File: src/rtl/mac_issue_sb_pkg.sv
// mac_issue_sb_pkg: shared decode/scoreboard types and MAC pipeline depth
package mac_issue_sb_pkg;

    localparam int XLEN    = 32;
    localparam int TAG_W   = XLEN;
    localparam int MAC_LAT = 4;

    typedef struct packed {
        logic             mac;
        logic             legal;
        logic             nop;
        logic [4:0]       rs1_addr;
        logic [4:0]       rs2_addr;
        logic [4:0]       rd_addr;
        logic [TAG_W-1:0] instr_tag;
    } idu1_out_t;

    typedef struct packed {
        logic             v;
        logic [4:0]       rd;
        logic [TAG_W-1:0] tag;
    } mac_sb_entry_t;

    function automatic logic [2:0] count_valid(input mac_sb_entry_t [MAC_LAT-1:0] e);
        logic [2:0] n;
        n = '0;
        for (int k = 0; k < MAC_LAT; k++) n = n + 3'(e[k].v);
        return n;
    endfunction

endpackage

File: src/rtl/mac_issue_sb_hazard.sv
// mac_sb_hazard: RAW/WAW comparator of pending MAC destinations against the decoded instr
module mac_sb_hazard
    import mac_issue_sb_pkg::*;
(
    input  mac_sb_entry_t [MAC_LAT-1:0] entries,
    input  logic                        live,
    input  logic                        is_mac,
    input  logic [4:0]                  rs1_addr,
    input  logic [4:0]                  rs2_addr,
    input  logic [4:0]                  rd_addr,
    output logic                        raw,
    output logic                        waw
);

    // rd=0 entries never conflict; MAC-to-MAC dependence is forwarded inside the MAC
    always_comb begin
        raw = 1'b0;
        waw = 1'b0;
        for (int k = 0; k < MAC_LAT; k++) begin
            if (entries[k].v && entries[k].rd != 5'd0) begin
                raw = raw | (live & (entries[k].rd == rs1_addr || entries[k].rd == rs2_addr));
                waw = waw | (live & ~is_mac & (entries[k].rd == rd_addr));
            end
        end
    end

endmodule

File: src/rtl/mac_issue_sb.sv
// mac_issue_sb: issue gate and write-back scoreboard for the 4-stage MAC pipeline
module mac_issue_sb
    import mac_issue_sb_pkg::*;
(
    input  logic             clk,
    input  logic             rst_n,
    input  logic             freeze,
    input  idu1_out_t        idu1_ctrl,
    output idu1_out_t        mac_ctrl,
    output logic             stall_req,
    input  logic [4:0]       mac_wb_rd_addr,
    input  logic             mac_wb_wr_en,
    input  logic [TAG_W-1:0] mac_wb_tag,
    output logic [2:0]       inflight_cnt,
    output logic             sb_err
);

    mac_sb_entry_t [MAC_LAT-1:0] entries_q, entries_d;
    logic [2:0] inflight_q, inflight_d;
    logic       sb_err_q, sb_err_d;
    logic       live, is_mac, issue, raw, waw, wb_err;
    mac_sb_entry_t last;

    mac_sb_hazard u_hazard (
        .entries  (entries_q),
        .live     (live),
        .is_mac   (is_mac),
        .rs1_addr (idu1_ctrl.rs1_addr),
        .rs2_addr (idu1_ctrl.rs2_addr),
        .rd_addr  (idu1_ctrl.rd_addr),
        .raw      (raw),
        .waw      (waw)
    );

    // Issue gating and write-back comparison against the oldest entry
    always_comb begin
        live      = idu1_ctrl.legal & ~idu1_ctrl.nop;
        is_mac    = idu1_ctrl.mac & live;
        stall_req = live & (raw | waw);
        issue     = is_mac & ~stall_req;
        mac_ctrl  = issue ? idu1_ctrl : '0;
        last      = entries_q[MAC_LAT-1];
        wb_err    = (last.v != mac_wb_wr_en) |
                    (last.v & mac_wb_wr_en & ((last.rd != mac_wb_rd_addr) | (last.tag != mac_wb_tag)));
    end

    // Shift the scoreboard in lockstep with the MAC stages unless frozen
    always_comb begin
        entries_d  = entries_q;
        inflight_d = inflight_q;
        sb_err_d   = sb_err_q;
        if (!freeze) begin
            for (int k = MAC_LAT-1; k > 0; k--) entries_d[k] = entries_q[k-1];
            entries_d[0] = '{v: issue, rd: idu1_ctrl.rd_addr, tag: idu1_ctrl.instr_tag};
            inflight_d   = count_valid(entries_d);
            sb_err_d     = sb_err_q | wb_err;
        end
    end

    // State registers; the MAC is reset together with us, so reset drops everything
    always_ff @(posedge clk) begin
        if (!rst_n) begin
            entries_q  <= '0;
            inflight_q <= '0;
            sb_err_q   <= 1'b0;
        end else begin
            entries_q  <= entries_d;
            inflight_q <= inflight_d;
            sb_err_q   <= sb_err_d;
        end
    end

    assign inflight_cnt = inflight_q;
    assign sb_err       = sb_err_q;

endmodule

File: config.mk
export PLATFORM = sky130hd
export DESIGN_NAME = mac_issue_sb
export DESIGN_NICKNAME = d
export VERILOG_FILES = /design/src/rtl/mac_issue_sb_pkg.sv /design/src/rtl/mac_issue_sb_hazard.sv /design/src/rtl/mac_issue_sb.sv
export SDC_FILE = /design/constraint.sdc
export NUM_CORES = 1
export LEC_CHECK = 0
export BUFFER_PORTS_ARGS = -buffer_cell sky130_fd_sc_hd__buf_2
export CAP_MARGIN = 15
export CORE_MARGIN = 10
export CORE_UTILIZATION = 50
export DETAILED_ROUTE_END_ITERATION = 10
export PLACE_DENSITY = 0.76
export SYNTH_ARGS = -nofsm -noshare
export SYNTH_HDL_FRONTEND = slang
export SYNTH_SLANG_ARGS = --single-unit
File: constraint.sdc
create_clock -name clk -period 8.97 [get_ports clk]
set_input_delay 1.3455 -clock clk [delete_from_list [all_inputs] [get_ports clk]]
set_output_delay 1.3455 -clock clk [all_outputs]
set_load 0.005 [all_outputs]
==> impl_summary.txt <==
----------------------------------------------------
[Setup path]
  WP depth ... 9
  Most used cell along the critical path ... sky130_fd_sc_hd__buf_2
  Endpoint class of the critical path ... primary output
  FF-to-FF Start ... entries_q[150]
  Count of cells along the worst register-to-register path ... 9
  Worst endpoint required time ... 7.62 ns
  Arrival time of the worst setup path ... 3.71 ns
  Slowest cell on crit path ... sky130_fd_sc_hd__nor4_4
  Cells along the critical path ... buf_2 -> xor2_1 -> nor2_1 -> a22oi_1 -> o22ai_2 -> nor4_4 -> buf_4 -> and2_1 -> buf_2
  Nature of the critical path startpoint ... input pin
  CP max FO ... 32
  Critical path's top delay family ... simple AND/OR/NAND/NOR gates
  Slowest Stage Delay on Critical Path ... 0.87 ns
  Crit path buffers/inverters ... 3
  Launch point of the worst path ... idu1_ctrl[38]
  Minimum setup slack among reg-to-reg paths ... 5.31 ns
  Critical path endpoint ... mac_ctrl[46]
  Critical path class ... input pin to primary output
  Reg-to-Reg End ... inflight_cnt[1]

[STA]
  Count of endpoints failing hold in the final timing report ... 0
  RSZ-0062 raised after global routing ... no
  Number of endpoints failing setup at the final stage ... 0
  Sum of negative setup slack ... 0 ns
  Slew at the pin closest to its max-slew limit ... 1.10 ns
  Top achievable clock speed ... 198 MHz
  Final critical-path required period ... 5.06 ns
  WHS ... 0.509 ns
  Minimum setup slack in the final design ... 3.91 ns
  Final Slew Violations ... 0
  Max Clock Skew ... 0.00902 ns
  Normalized max-slew margin ... 0.269
  Post-route clock period utilization ... 0.564

[Placed design]
  Placement-stage worst setup slack ... 3.89 ns
  I/O Buffers ... 144
  Routability cong. ... 0.896
  DP Wirelength ... 12.4 mm
  Cell Area, Placed ... 8220 sq um

[Power]
  Internal power ... 1.26 mW
  Cell leakage power ... 3.97 nW
  Proportion of power drawn by the clock network ... 0.455
  Worst-case vdd ir drop ... 0.128 mV
  Proportion of power drawn by flip-flops and latches ... 0.450
  Fraction of power spent switching nets ... 0.224
  Psw ... 0.364 mW
  Part of the total power dissipated in combinational logic ... 0.095
  Power per cell area ... 184 nW/um^2

[CTS]
  Clock sink count ... 156
  CTS root buffer ... sky130_fd_sc_hd__clkbuf_16
  Number of buffers on the longest clock path ... 2
  CTS buffer count ... 17
  Cells resized by post-CTS repair ... 0
  Clock edge transition at the registers on the reported setup and hold paths ... 0.06 ns
  H-tree level count ... 4
  Total of hold buffers inserted after clock tree synthesis ... 0
  Latest clock arrival within the worst-skew pair ... 0.42 ns
  Post-CTS setup-driven buffer insertion count ... 0
  Clock tree from TritonCTS ... done

[Routing]
  Violation count after the first detailed-routing iteration ... 302
  Via/cell ratio ... 4.95
  Detailed-routing iteration count for the pre-antenna-repair pass ... 5
  Antenna viol nets, final ... 0
  Via total after detailed routing ... 5167
  Post-DR wirelength/cell ... 16.5 um
  Drc violations ... 0
  Total wire length ... 17.2 mm

[Logic synthesis]
  Yosys synthesis warning count ... 0
  Synthesized area ... 7560 sq um
  Share of synthesized flip-flops with an asynchronous set or reset ... 0
  Share of the synthesized area in the top cell type ... 0.413
  Post-synthesis sequential element count ... 156
  Count of unique library cells instantiated by Yosys ... 32
  Most used flip-flop cell after synthesis ... sky130_fd_sc_hd__dfxtp_1
  Share of the yosys chip area belonging to registers ... 0.413
  Post-Synthesis Net Count ... 851
  Cells after Synth ... 756
  Count of flip-flops with a built-in enable after synthesis ... 0
  Post-synth top area cell ... sky130_fd_sc_hd__dfxtp_1
  Leading cell types by total area after synthesis ... sky130_fd_sc_hd__dfxtp_1, sky130_fd_sc_hd__mux2i_1, sky130_fd_sc_hd__nor2b_1
  Average footprint of a synthesized cell ... 10.0 sq um
  Synth cell count leaders ... sky130_fd_sc_hd__dfxtp_1, sky130_fd_sc_hd__nor2b_1, sky130_fd_sc_hd__mux2i_1, sky130_fd_sc_hd__xor2_1, sky130_fd_sc_hd__and2_1

[Worst hold path]
  HP Class ... flip-flop to flip-flop

[Outcome]
  Status ... complete, no violations

[Global routing]
  Maximum number of pins on one net before global-route repair ... 135
  Global-route wire length before repair ... 27.1 mm
  GRT Total Usage ... 0.168
  Total gr overflow ... 0
  Number of global-route vias before repair ... 5168
  Number of antenna violations at the first check in global routing ... 2

[Floorplan]
  CORE AREA ... 14700 sq um
  IO Count ... 146
  Starting Density ... 0.514
  Die span in y ... 143 um
  Die Outline Area ... 20400 sq um
  FP Rows ... 44
  X dimension of the die ... 143 um

[Cells and area]
  Share of final-layout standard cells stronger than drive strength 1 ... 0.207
  Area of all placed cells without fillers ... 8830 sq um
  Layout-stage area growth over the synthesis result ... 16.9%
  Nets ... 941
  End-of-flow core utilization ... 0.601

[Flow run]
  Number of maximum-capacitance constraint violations ... 0

----------------------------------------------------
worst register-to-register path: cells and delay by family (launching register included):
family	cells	cell delay, ns
and+or+nand+nor	3	1.43
adders and majority gates	3	1.03
AOI/OAI and AO/OA	2	0.57
DFF	1	0.41
muxes	1	0.12
sequential cells by signal, summed over array words and instances (netlist names):
signal / flops
sb_err: 1
inflight_cnt: 3
entries_q: 152
power groups by stage:
stage          registers (mW)  clock network (mW)  logic, mW
4_1_cts                 0.730               0.753      0.156
3_3_place_gp            0.745                   0      0.154
6_report                0.730               0.737      0.154
3_5_place_dp            0.745                   0      0.155
2_1_floorplan           0.736                   0      0.115
5_1_grt                 0.732               0.783      0.170
metal layers:
| layer | vias to the layer above | GRT usage | part of all wire |
|---|---|---|---|
| met2 | 100 | 0.275 | 0.48 |
| met4 | 2 | 0.0375 | 0.0085 |
| li1 | 2666 | - | - |
| met3 | 17 | 0.0511 | 0.048 |
| met5 | - | 0 | 0.00076 |
| met1 | 2382 | 0.213 | 0.47 |
cells by family (layout without fill, tap and decap cells):
group,after synthesis,in the layout,synth area share
compound gates,14,14,0.0127
xor+xnor,97,97,0.112
fa+ha+maj,4,4,0.00762
buf+inv,77,179,0.0427
flops,156,156,0.413
mux,154,154,0.204
other cells,1,2,0.000496
simple gates,253,253,0.207
layout make-up:
cell class              count  area [sq um]
fillers                  1258          5870
multi-input cells         523          4110
flip-flops and latches    156          3120
repair buffers            147           754
clock buffers              21           440
well taps                 184           230
clock inverters            10           165
inverters                   1          3.75
diodes                      1          2.50
stage by stage:
step | std cells | power [mW]
6_report | 1043 | 1.62
5_1_grt | 1043 | 1.68
4_1_cts | 1042 | 1.64
3_5_place_dp | 1011 | 0.900
3_3_place_gp | 1011 | 0.899
2_1_floorplan | 756 | 0.851
cell usage in the layout, fill, tap and decap left out, types with 2 or more instances in the layout:
master / instances
sky130_fd_sc_hd__a21oi_1: 3
sky130_fd_sc_hd__a22oi_1: 2
sky130_fd_sc_hd__and2_1: 47
sky130_fd_sc_hd__buf_2: 142
sky130_fd_sc_hd__buf_4: 4
sky130_fd_sc_hd__bufinv_16: 4
sky130_fd_sc_hd__clkbuf_1: 4
sky130_fd_sc_hd__clkbuf_16: 17
sky130_fd_sc_hd__clkinvlp_4: 3
sky130_fd_sc_hd__dfxtp_1: 156
sky130_fd_sc_hd__ha_1: 3
sky130_fd_sc_hd__mux2i_1: 154
sky130_fd_sc_hd__nand3_1: 6
sky130_fd_sc_hd__nand4_1: 12
sky130_fd_sc_hd__nor2_1: 7
sky130_fd_sc_hd__nor2b_1: 156
sky130_fd_sc_hd__nor3_1: 9
sky130_fd_sc_hd__nor4_1: 10
sky130_fd_sc_hd__o21ai_0: 3
sky130_fd_sc_hd__o21ai_2: 2
sky130_fd_sc_hd__or4_1: 4
sky130_fd_sc_hd__xnor2_1: 43
sky130_fd_sc_hd__xor2_1: 54
worst min path at each step:
stage | from | to | slack [ns] | cells after the start
6_report | entries_q[56] | entries_q[94] | 0.51 | 2
5_1_grt | entries_q[5] | entries_q[5] | 0.53 | 2
4_1_cts | entries_q[56] | entries_q[94] | 0.52 | 2
3_5_place_dp | entries_q[48] | entries_q[86] | 0.50 | 2
3_3_place_gp | entries_q[48] | entries_q[86] | 0.49 | 2
2_1_floorplan | entries_q[62] | entries_q[100] | 0.48 | 2
Note: power is estimated with default switching activity, not from simulation.
